### src/rtl/pipeline_perf_scoreboard_if.sv
// ---------------------------------------------------------------------------
// pipeline_perf_scoreboard_if
//
// Purpose: groups everything the RV32I core exposes to the end-of-test
// scoreboard: peripheral outputs (switches, LCD, LEDs, seven-segment) and
// the retirement debug stream (valid, PC, control-transfer, mispredict).
//
// Modports:
//   master - the core side; drives every signal.
//   slave  - the observer side (the scoreboard); reads every signal.
//
// Signals:
//   io_sw, io_lcd, io_ledr, io_ledg  32-bit peripheral values
//   io_hex0 .. io_hex7               7-bit seven-segment digits
//   insn_vld                         an instruction retires this cycle
//   pc_debug                         PC of the retiring instruction
//   ctrl                             retiring instruction is a branch/jump
//   mispred                          retiring control insn was mispredicted
// ---------------------------------------------------------------------------
interface pipeline_perf_scoreboard_if;
    logic [31:0] io_sw;
    logic [31:0] io_lcd;
    logic [31:0] io_ledr;
    logic [31:0] io_ledg;
    logic [6:0]  io_hex0;
    logic [6:0]  io_hex1;
    logic [6:0]  io_hex2;
    logic [6:0]  io_hex3;
    logic [6:0]  io_hex4;
    logic [6:0]  io_hex5;
    logic [6:0]  io_hex6;
    logic [6:0]  io_hex7;
    logic        insn_vld;
    logic [31:0] pc_debug;
    logic        ctrl;
    logic        mispred;

    modport master (
        output io_sw, io_lcd, io_ledr, io_ledg,
        output io_hex0, io_hex1, io_hex2, io_hex3,
        output io_hex4, io_hex5, io_hex6, io_hex7,
        output insn_vld, pc_debug, ctrl, mispred
    );

    modport slave (
        input io_sw, io_lcd, io_ledr, io_ledg,
        input io_hex0, io_hex1, io_hex2, io_hex3,
        input io_hex4, io_hex5, io_hex6, io_hex7,
        input insn_vld, pc_debug, ctrl, mispred
    );
endinterface

### src/rtl/pipeline_perf_scoreboard.sv
// ---------------------------------------------------------------------------
// pipeline_perf_scoreboard
//
// Purpose: passive end-of-test monitor for the pipelined RV32I core. Counts
// cycles, retirements, control-transfer retirements and mispredictions,
// detects program halt (the same PC retiring HALT_REPEAT more times in a
// row) or a cycle-budget timeout, and latches a pass/fail verdict based on
// the red LEDs at halt. Never drives the core.
//
// Ports:
//   i_clk, i_reset    clock (rising edge), synchronous active-high reset
//   mon               observer (slave) view of the core's outputs
//   o_done            sticky: test finished by halt or timeout
//   o_pass            verdict, meaningful while o_done is high
//   o_timeout         sticky: finished by timeout
//   o_proto_err       sticky: mispredict flagged on a non-control retirement
//   o_cycle_cnt       cycles since reset (saturating)
//   o_insn_cnt        valid retirements (saturating)
//   o_ctrl_cnt        valid control-transfer retirements (saturating)
//   o_mispred_cnt     valid mispredicted retirements (saturating)
//   o_halt_pc         PC at which halt was detected
//
// Optional feature: define SCOREBOARD_REPORT_EN to compile a simulation-only
// summary print plus $finish on the edge where o_done rises. Hardware
// behaviour is the same with or without it.
// ---------------------------------------------------------------------------
module pipeline_perf_scoreboard #(
    parameter int          CNT_W       = 32,
    parameter int          HALT_REPEAT = 4,
    parameter int          TIMEOUT_CYC = 50000,
    parameter logic [31:0] EXP_LEDR    = 32'h0000_0000
) (
    input  logic                    i_clk,
    input  logic                    i_reset,
    pipeline_perf_scoreboard_if.slave mon,
    output logic                    o_done,
    output logic                    o_pass,
    output logic                    o_timeout,
    output logic                    o_proto_err,
    output logic [CNT_W-1:0]        o_cycle_cnt,
    output logic [CNT_W-1:0]        o_insn_cnt,
    output logic [CNT_W-1:0]        o_ctrl_cnt,
    output logic [CNT_W-1:0]        o_mispred_cnt,
    output logic [31:0]             o_halt_pc
);

    localparam int               REP_W     = $clog2(HALT_REPEAT + 1);
    localparam logic [REP_W-1:0] REP_MAX   = REP_W'(HALT_REPEAT);
    localparam logic [CNT_W-1:0] TIMEOUT_V = CNT_W'(TIMEOUT_CYC);
    localparam logic [CNT_W-1:0] CNT_ONE   = {{(CNT_W-1){1'b0}}, 1'b1};
    localparam logic [REP_W-1:0] REP_ONE   = {{(REP_W-1){1'b0}}, 1'b1};

    // Counters stick at all-ones instead of wrapping.
    function automatic logic [CNT_W-1:0] sat_inc(input logic [CNT_W-1:0] v);
        return (&v) ? v : v + CNT_ONE;
    endfunction

    // Repeat counter stops at HALT_REPEAT.
    function automatic logic [REP_W-1:0] rep_sat_inc(input logic [REP_W-1:0] v);
        return (v == REP_MAX) ? v : v + REP_ONE;
    endfunction

    logic [31:0]      last_pc;
    logic             last_vld;
    logic [REP_W-1:0] rep_cnt;

    logic [31:0]      last_pc_nxt;
    logic             last_vld_nxt;
    logic [REP_W-1:0] rep_nxt;
    logic             done_nxt;
    logic             pass_nxt;
    logic             timeout_nxt;
    logic             proto_nxt;
    logic [CNT_W-1:0] cycle_nxt;
    logic [CNT_W-1:0] insn_nxt;
    logic [CNT_W-1:0] ctrl_nxt;
    logic [CNT_W-1:0] mispred_nxt;
    logic [31:0]      halt_pc_nxt;
    logic             pc_same;
    logic             halt_hit;
    logic             timeout_hit;

    // Switches, LCD, green LEDs and hex digits are observed but never checked.
    logic unused_mon;
    assign unused_mon = ^{mon.io_sw, mon.io_lcd, mon.io_ledg,
                          mon.io_hex0, mon.io_hex1, mon.io_hex2, mon.io_hex3,
                          mon.io_hex4, mon.io_hex5, mon.io_hex6, mon.io_hex7};

    always_comb begin
        last_pc_nxt  = last_pc;
        last_vld_nxt = last_vld;
        rep_nxt      = rep_cnt;
        done_nxt     = o_done;
        pass_nxt     = o_pass;
        timeout_nxt  = o_timeout;
        proto_nxt    = o_proto_err;
        cycle_nxt    = o_cycle_cnt;
        insn_nxt     = o_insn_cnt;
        ctrl_nxt     = o_ctrl_cnt;
        mispred_nxt  = o_mispred_cnt;
        halt_pc_nxt  = o_halt_pc;
        halt_hit     = 1'b0;
        timeout_hit  = 1'b0;
        pc_same      = last_vld && (mon.pc_debug == last_pc);

        // Everything freezes once done; only reset can restart the monitor.
        if (!o_done) begin
            cycle_nxt = sat_inc(o_cycle_cnt);

            if (mon.insn_vld) begin
                insn_nxt = sat_inc(o_insn_cnt);
                if (mon.ctrl) begin
                    ctrl_nxt = sat_inc(o_ctrl_cnt);
                end
                // A mispredict on a non-control retirement still counts,
                // but it means the core's debug stream is inconsistent.
                if (mon.mispred) begin
                    mispred_nxt = sat_inc(o_mispred_cnt);
                end
                if (mon.mispred && !mon.ctrl) begin
                    proto_nxt = 1'b1;
                end

                // Idle cycles leave last_pc/rep_cnt alone, so bubbles
                // between retirements of a self-loop do not break the chain.
                rep_nxt      = pc_same ? rep_sat_inc(rep_cnt) : '0;
                last_pc_nxt  = mon.pc_debug;
                last_vld_nxt = 1'b1;
                halt_hit     = pc_same && (rep_nxt == REP_MAX);
            end

            timeout_hit = (cycle_nxt == TIMEOUT_V);

            // Halt takes priority over a timeout landing on the same edge.
            if (halt_hit) begin
                done_nxt    = 1'b1;
                halt_pc_nxt = mon.pc_debug;
                pass_nxt    = (mon.io_ledr == EXP_LEDR) && !proto_nxt;
            end else if (timeout_hit) begin
                done_nxt    = 1'b1;
                timeout_nxt = 1'b1;
                pass_nxt    = 1'b0;
            end
        end
    end

    always_ff @(posedge i_clk) begin
        if (i_reset) begin
            last_pc       <= '0;
            last_vld      <= 1'b0;
            rep_cnt       <= '0;
            o_done        <= 1'b0;
            o_pass        <= 1'b0;
            o_timeout     <= 1'b0;
            o_proto_err   <= 1'b0;
            o_cycle_cnt   <= '0;
            o_insn_cnt    <= '0;
            o_ctrl_cnt    <= '0;
            o_mispred_cnt <= '0;
            o_halt_pc     <= '0;
        end else begin
            last_pc       <= last_pc_nxt;
            last_vld      <= last_vld_nxt;
            rep_cnt       <= rep_nxt;
            o_done        <= done_nxt;
            o_pass        <= pass_nxt;
            o_timeout     <= timeout_nxt;
            o_proto_err   <= proto_nxt;
            o_cycle_cnt   <= cycle_nxt;
            o_insn_cnt    <= insn_nxt;
            o_ctrl_cnt    <= ctrl_nxt;
            o_mispred_cnt <= mispred_nxt;
            o_halt_pc     <= halt_pc_nxt;
        end
    end

`ifdef SCOREBOARD_REPORT_EN
    // Prints the values being registered on the edge where o_done rises.
    always @(posedge i_clk) begin
        if (!i_reset && !o_done && done_nxt) begin
            if (halt_hit && pass_nxt)
                $display("[scoreboard] result: PASS");
            else if (timeout_nxt)
                $display("[scoreboard] result: TIMEOUT");
            else
                $display("[scoreboard] result: FAIL");
            $display("[scoreboard] cycles=%0d insns=%0d ctrl=%0d mispred=%0d",
                     cycle_nxt, insn_nxt, ctrl_nxt, mispred_nxt);
            if (ctrl_nxt == '0)
                $display("[scoreboard] mispredict rate: n/a");
            else
                $display("[scoreboard] mispredict rate: %0d%%",
                         (64'(mispred_nxt) * 64'd100) / 64'(ctrl_nxt));
            $display("[scoreboard] halt pc: 0x%08h", halt_pc_nxt);
            $finish;
        end
    end
`endif

endmodule

### src/flat_wrapper.sv
// flat-port wrapper written by rule: the top's interface ports become plain ports
module pipeline_perf_scoreboard_flat 
#(
    parameter int          CNT_W       = 32,
    parameter int          HALT_REPEAT = 4,
    parameter int          TIMEOUT_CYC = 50000,
    parameter logic [31:0] EXP_LEDR    = 32'h0000_0000
)
  (i_clk, i_reset, o_done, o_pass, o_timeout, o_proto_err, o_cycle_cnt, o_insn_cnt, o_ctrl_cnt, o_mispred_cnt, o_halt_pc, mon_io_sw, mon_io_lcd, mon_io_ledr, mon_io_ledg, mon_io_hex0, mon_io_hex1, mon_io_hex2, mon_io_hex3, mon_io_hex4, mon_io_hex5, mon_io_hex6, mon_io_hex7, mon_insn_vld, mon_pc_debug, mon_ctrl, mon_mispred);
  pipeline_perf_scoreboard_if mon_i ();
  input  logic i_clk;
  input  logic i_reset;
  output logic o_done;
  output logic o_pass;
  output logic o_timeout;
  output logic o_proto_err;
  output logic [CNT_W-1:0] o_cycle_cnt;
  output logic [CNT_W-1:0] o_insn_cnt;
  output logic [CNT_W-1:0] o_ctrl_cnt;
  output logic [CNT_W-1:0] o_mispred_cnt;
  output logic [31:0] o_halt_pc;
  input wire logic [$bits(mon_i.io_sw)-1:0] mon_io_sw;
  input wire logic [$bits(mon_i.io_lcd)-1:0] mon_io_lcd;
  input wire logic [$bits(mon_i.io_ledr)-1:0] mon_io_ledr;
  input wire logic [$bits(mon_i.io_ledg)-1:0] mon_io_ledg;
  input wire logic [$bits(mon_i.io_hex0)-1:0] mon_io_hex0;
  input wire logic [$bits(mon_i.io_hex1)-1:0] mon_io_hex1;
  input wire logic [$bits(mon_i.io_hex2)-1:0] mon_io_hex2;
  input wire logic [$bits(mon_i.io_hex3)-1:0] mon_io_hex3;
  input wire logic [$bits(mon_i.io_hex4)-1:0] mon_io_hex4;
  input wire logic [$bits(mon_i.io_hex5)-1:0] mon_io_hex5;
  input wire logic [$bits(mon_i.io_hex6)-1:0] mon_io_hex6;
  input wire logic [$bits(mon_i.io_hex7)-1:0] mon_io_hex7;
  input wire logic [$bits(mon_i.insn_vld)-1:0] mon_insn_vld;
  input wire logic [$bits(mon_i.pc_debug)-1:0] mon_pc_debug;
  input wire logic [$bits(mon_i.ctrl)-1:0] mon_ctrl;
  input wire logic [$bits(mon_i.mispred)-1:0] mon_mispred;
  assign mon_i.io_sw = mon_io_sw;
  assign mon_i.io_lcd = mon_io_lcd;
  assign mon_i.io_ledr = mon_io_ledr;
  assign mon_i.io_ledg = mon_io_ledg;
  assign mon_i.io_hex0 = mon_io_hex0;
  assign mon_i.io_hex1 = mon_io_hex1;
  assign mon_i.io_hex2 = mon_io_hex2;
  assign mon_i.io_hex3 = mon_io_hex3;
  assign mon_i.io_hex4 = mon_io_hex4;
  assign mon_i.io_hex5 = mon_io_hex5;
  assign mon_i.io_hex6 = mon_io_hex6;
  assign mon_i.io_hex7 = mon_io_hex7;
  assign mon_i.insn_vld = mon_insn_vld;
  assign mon_i.pc_debug = mon_pc_debug;
  assign mon_i.ctrl = mon_ctrl;
  assign mon_i.mispred = mon_mispred;
  pipeline_perf_scoreboard #(.CNT_W(CNT_W), .HALT_REPEAT(HALT_REPEAT), .TIMEOUT_CYC(TIMEOUT_CYC), .EXP_LEDR(EXP_LEDR)) u_core (.i_clk(i_clk), .i_reset(i_reset), .mon(mon_i), .o_done(o_done), .o_pass(o_pass), .o_timeout(o_timeout), .o_proto_err(o_proto_err), .o_cycle_cnt(o_cycle_cnt), .o_insn_cnt(o_insn_cnt), .o_ctrl_cnt(o_ctrl_cnt), .o_mispred_cnt(o_mispred_cnt), .o_halt_pc(o_halt_pc));
endmodule
### config.mk
export PLATFORM = sky130hd
export DESIGN_NAME = pipeline_perf_scoreboard_flat
export DESIGN_NICKNAME = d
export VERILOG_FILES = /design/src/rtl/pipeline_perf_scoreboard_if.sv /design/src/rtl/pipeline_perf_scoreboard.sv /design/src/flat_wrapper.sv
export SDC_FILE = /design/constraint.sdc
export NUM_CORES = 1
export LEC_CHECK = 0
export BUFFER_PORTS_ARGS = -buffer_cell sky130_fd_sc_hd__clkbuf_2
export CELL_PAD_IN_SITES_DETAIL_PLACEMENT = 1
export CELL_PAD_IN_SITES_GLOBAL_PLACEMENT = 2
export CORE_ASPECT_RATIO = 1.4
export CORE_MARGIN = 2
export CORE_UTILIZATION = 27
export CTS_CLUSTER_DIAMETER = 50
export CTS_CLUSTER_SIZE = 16
export DETAILED_ROUTE_END_ITERATION = 10
export PLACE_DENSITY_LB_ADDON = 0.25
export SYNTH_ARGS = -nofsm -noshare
export SYNTH_HDL_FRONTEND = slang
export SYNTH_SLANG_ARGS = --single-unit
### constraint.sdc
create_clock -name i_clk -period 3.1 [get_ports i_clk]
set_clock_uncertainty 0.15 [all_clocks]
set_input_delay 0.62 -clock i_clk [delete_from_list [all_inputs] [get_ports i_clk]]
set_output_delay 0.62 -clock i_clk [all_outputs]
set_load 0.05 [all_outputs]
Word level (Yosys, flattened, before mapping)
Cells that the tools add are included.

word-level totals
  register bits after elaboration = 200
  output and inout port bits = 164
  logic and storage cells = 58

cells by class
  add/sub/neg operators = 5
  equal/unequal tests = 4
  mux-type cells = 13
  bitwise operators = 5
  reduce and logical (&&, ||, !) cells = 19

operator list
  kind                                                                      count
  32-bit by 1-bit adder with 32-bit output (second input constant)          4
  32-bit AND reduction                                                      4
  32-bit by 16-bit equality test with 1-bit output (second input constant)  1
  32-bit equality test                                                      1
  32-bit logical NOT                                                        1
  32-bit two-way mux                                                        1
  1-bit two-way mux                                                         10
  4-bit AND reduction                                                       2
  3-bit equality test (second input constant)                               2
  3-bit two-way mux                                                         2
  2-bit AND reduction                                                       3
  3-bit AND reduction                                                       2
  1-bit NOT                                                                 5
  1-bit logical AND                                                         4
  3-bit by 1-bit adder with 3-bit output (second input constant)            1
  1-bit logical NOT                                                         2
  2-bit nonzero test                                                        1

Depth between registers and ports, before layout
  word-level depth = 9
  mapped depth = 10
  gate-level depth less buffers = 9

Least setup slack after synthesis
OpenSTA, ideal clock, no wires.

  path type = register to register
  from = register u_core.o_cycle_cnt[0]
  to = register u_core.o_timeout
  arrival = 3.051 ns
  data required time = 2.854 ns
  slack = -0.197 ns
  cell stages (with the launch flop) = 10
  clock period less this slack = 3.297 ns
  cells stage by stage = dfxtp_1 ha_1 nand3_2 or3_1 buf_4 nor2_2 o2111ai_1 a211o_1 or4_4 o41ai_2

between the ends
  longest elaborated chain between the ends = 4
  elaborated cells between the ends (all ways) = 5
  classes of those cells = add/sub (1); eq/ne (1); mux (1); reduce/logical (2)

ends and longest elaborated chain
  item                                                                              line                             RTL
  from (decl)                                                                       pipeline_perf_scoreboard.sv:40   output logic [CNT_W-1:0] o_cycle_cnt,
  from (signal assigned)                                                            pipeline_perf_scoreboard.sv:169  o_cycle_cnt <= cycle_nxt;
  32-bit by 1-bit adder with 32-bit output or 32-bit AND reduction (tied branches)  pipeline_perf_scoreboard.sv:55   return (&v) ? v : v + CNT_ONE;
  32-bit two-way mux *                                                              pipeline_perf_scoreboard.sv:55
  32-bit by 16-bit equality test with 1-bit output *                                pipeline_perf_scoreboard.sv:132  timeout_hit = (cycle_nxt == TIMEOUT_V);
  3-bit AND reduction (no line) *                                                   n/a
  to (signal assigned)                                                              pipeline_perf_scoreboard.sv:167  o_timeout <= timeout_nxt;
  to (decl)                                                                         pipeline_perf_scoreboard.sv:38   output logic o_timeout,

Every way passes the cells marked *; elsewhere a longest branch is shown, timed or not.
A chain may end at the register's enable or synchronous reset.

Worst setup path in the final report
  from = register u_core.o_cycle_cnt[22]
  to = register u_core.o_timeout

Same word-level chain as after synthesis.

==> results.sh <==
export IMPL_rows=82
export IMPL_wl_um=33700
export IMPL_nets=1682
export IMPL_overflow=0
export IMPL_clk_path_buf_depth=2
export IMPL_hpwlAfterDp_um=25700
export IMPL_cap_violations=0
export IMPL_dieWidth_um=164
export IMPL_final_hold_viol_count=0
export IMPL_status="completed"
export IMPL_hp_start="mon_pc_debug[13]"
export IMPL_min_path_type="input port to flop"
export IMPL_dr_pass1_iters=4
export IMPL_whs_ns=0.272
export IMPL_yosys_area_top_type_share_pct=41.2
export IMPL_vias=9518
export IMPL_postRouteAntennaNets=0
export IMPL_setup_worst_path_start_class="flop"
export IMPL_crit_type="flop to flop"
export IMPL_synth_edf_count=0
export IMPL_finalCritPeriodShare_pct=96.9
export IMPL_wl_per_cell_um=17.5
export IMPL_place_ws_ns=-0.117
export IMPL_rsz0062_at_grt="false"
export IMPL_setup_violations_final=0
export IMPL_async_flop_share_pct=0
export IMPL_antennaDiodeCount=0
export IMPL_cp_startpoint="u_core.o_cycle_cnt[22]"
export IMPL_leakagePower_nw=4.88
export IMPL_start_util_pct=27.3
export IMPL_synthAdderAreaFrac_pct=0.773
export IMPL_antenna_found_initial=0
export IMPL_ys_seq_area_share_pct=41.2
export IMPL_place_gp_congestion=0.889
export IMPL_syn_num_nets=1405
export IMPL_area_delta_synth_final_pct=28.8
export IMPL_setup_slack_ns=0.0949
export IMPL_relSlewSlack_pct=37.4
export IMPL_synth_simple_area_share_pct=30.1
export IMPL_setup_tns_ns=0
export IMPL_p_per_area_nw_per_um2=423
export IMPL_numPlacedInstances=1897
export IMPL_io_pins=385
export IMPL_portBuffers=232
export IMPL_required_ns=3.31
export IMPL_synthMuxAreaShare_pct=3.94
export IMPL_final_max_slew_viol_count=0
export IMPL_ir_drop_mv=0.231
export IMPL_yosysTopAreaCell="dfxtp_1"
export IMPL_synthCells=1178
export IMPL_drt_iter0_markers=324
export IMPL_tightest_slew_ns=0.938
export IMPL_clock_fmax_mhz=333
export IMPL_insertion_delay_ns=0.46
export IMPL_design_core_area_um2=35600
export IMPL_drc_errors=0
export IMPL_cp_arrival_ns=3.21
export IMPL_root_buffer="clkbuf_16"
export IMPL_grtUsageTotal_pct=18.0
export IMPL_path_clk_slew_ns=0.08
export IMPL_numCtsBuffers=17
export IMPL_drive_above_1_share_pct=26.5
export IMPL_ys_ff_latch=200
export IMPL_viasPerCell=4.93
export IMPL_ys_types=69
export IMPL_synth_compound_area_share_pct=7.95
export IMPL_dieHeight_um=228
export IMPL_ys_flop_type="dfxtp_1"
export IMPL_synthXorXnorAreaFrac_pct=12.5
export IMPL_synth_top_family_by_area="simple AND/OR/NAND/NOR gates"
export IMPL_netlist_area_um2=9710
export IMPL_finalNonFillerCells=1930
export IMPL_yosysMostFrequentCell="dfxtp_1"
export IMPL_cts_tree="built"
export IMPL_synth_area_leaders="dfxtp_1 41%, nor2_1 7.0%, xnor2_1 6.6%, xor2_1 6.0%, nand2_1 5.1%"
export IMPL_r2r_start="u_core.o_cycle_cnt[22]"
export IMPL_period_needed_ns=3.01
export IMPL_yosys_warnings=0
export IMPL_grt_max_degree=116
export IMPL_synth_common_cells="200 x dfxtp_1, 181 x nor2_1, 131 x nand2_1, 73 x xnor2_1"
export IMPL_die_area_um2=37500
export IMPL_grt_pass1_wl_um=52900
export IMPL_htree_num_levels=4
export IMPL_cts_sinks=200
export IMPL_synth_avg_cell_area_um2=8.24
export IMPL_path_max_fanout=7
export IMPL_grt_pass1_vias=9481
export IMPL_utilization_pct=35.1
export IMPL_critical_path_endpoint_type="flop"
-- placed cells by master, fill, tap and decap left out, drive strengths merged, types with 43 or more instances in the layout --
cell type,Yosys,routed
nand2,131,131
xnor2,73,73
nand4,46,46
nor3,44,44
nor2,182,182
dfxtp,200,200
a21oi,66,66
xor2,66,66
nand3,50,50
buf,17,82
clkbuf,38,248
nor4,43,43
-- kinds of logic after synthesis --
group,count (synthesis)
compound gates,129
xor+xnor,139
fa+ha+maj,6
buf+inv,80
flops,200
mux,38
simple gates,586
-- area by class of cell --
class                      instances  area, um2
fill                            4358      23100
multi-input combinational        898       5420
sequential                       200       4020
timing repair buffer             313       1800
tap                              462        578
clock buffer                      17        425
clock inverter                    15        161
inverter                          25       93.8
-- through the flow --
stage          instance area, um2  power, mW
2_1_floorplan                9730       2.88
3_3_place_gp                11900       3.05
3_5_place_dp                11900       3.06
4_1_cts                     12500       5.40
5_1_grt                     12500       5.52
6_report                    12500       5.29
-- registers in the layout, indices dropped and copies added (netlist names) --
name / cells
u_core.o_insn_cnt: 32
u_core.o_ctrl_cnt: 32
u_core.o_cycle_cnt: 32
u_core.o_pass: 1
u_core.o_done: 1
u_core.last_pc: 32
u_core.o_timeout: 1
u_core.last_vld: 1
u_core.o_proto_err: 1
u_core.rep_cnt: 3
u_core.o_halt_pc: 32
u_core.o_mispred_cnt: 32
-- worst max-delay path, cell delays in order, from the launching register on --
cell and delay, ns:
dfxtp_2 0.43, nand4_1 0.24, or2_1 0.31, or4_4 0.57, nor4_2 0.24, o2111ai_1 0.13, or4_4 0.55, o41ai_2 0.29
-- where the power goes --
group / switching [mW] / leakage, nW / total (mW) / internal (mW)
Combinational: 0.237 / 2.98 / 0.363 / 0.126
Clock: 1.15 / 0.277 / 2.30 / 1.14
Sequential: 0.0290 / 1.63 / 2.63 / 2.60
Total: 1.42 / 4.88 / 5.29 / 3.87
-- layer usage --
metal,global-route usage [%],share of wire [%]
met1,22.7,44
met5,0,0
met3,3.94,6.1
met4,5.04,1.7
met2,30.5,48
-- worst paths after layout --
| kind | to | slack (ns) | cells after the start |
|---|---|---|---|
| setup / recovery | u_core.o_timeout | 0.09 | 7 |
| hold / removal | u_core.last_pc[13] | 0.27 | 3 |
| setup reg to reg | u_core.o_timeout | 0.09 | 7 |
| hold reg to reg | u_core.last_pc[14] | 0.32 | 2 |
-- timing repair --
item                       4_1_cts  5_1_grt
hold buffers                     0        0
setup buffers                    0        1
gates resized for setup          0        7
setup endpoints to repair        0        2
No activity file was read; power rests on OpenSTA's default activity.
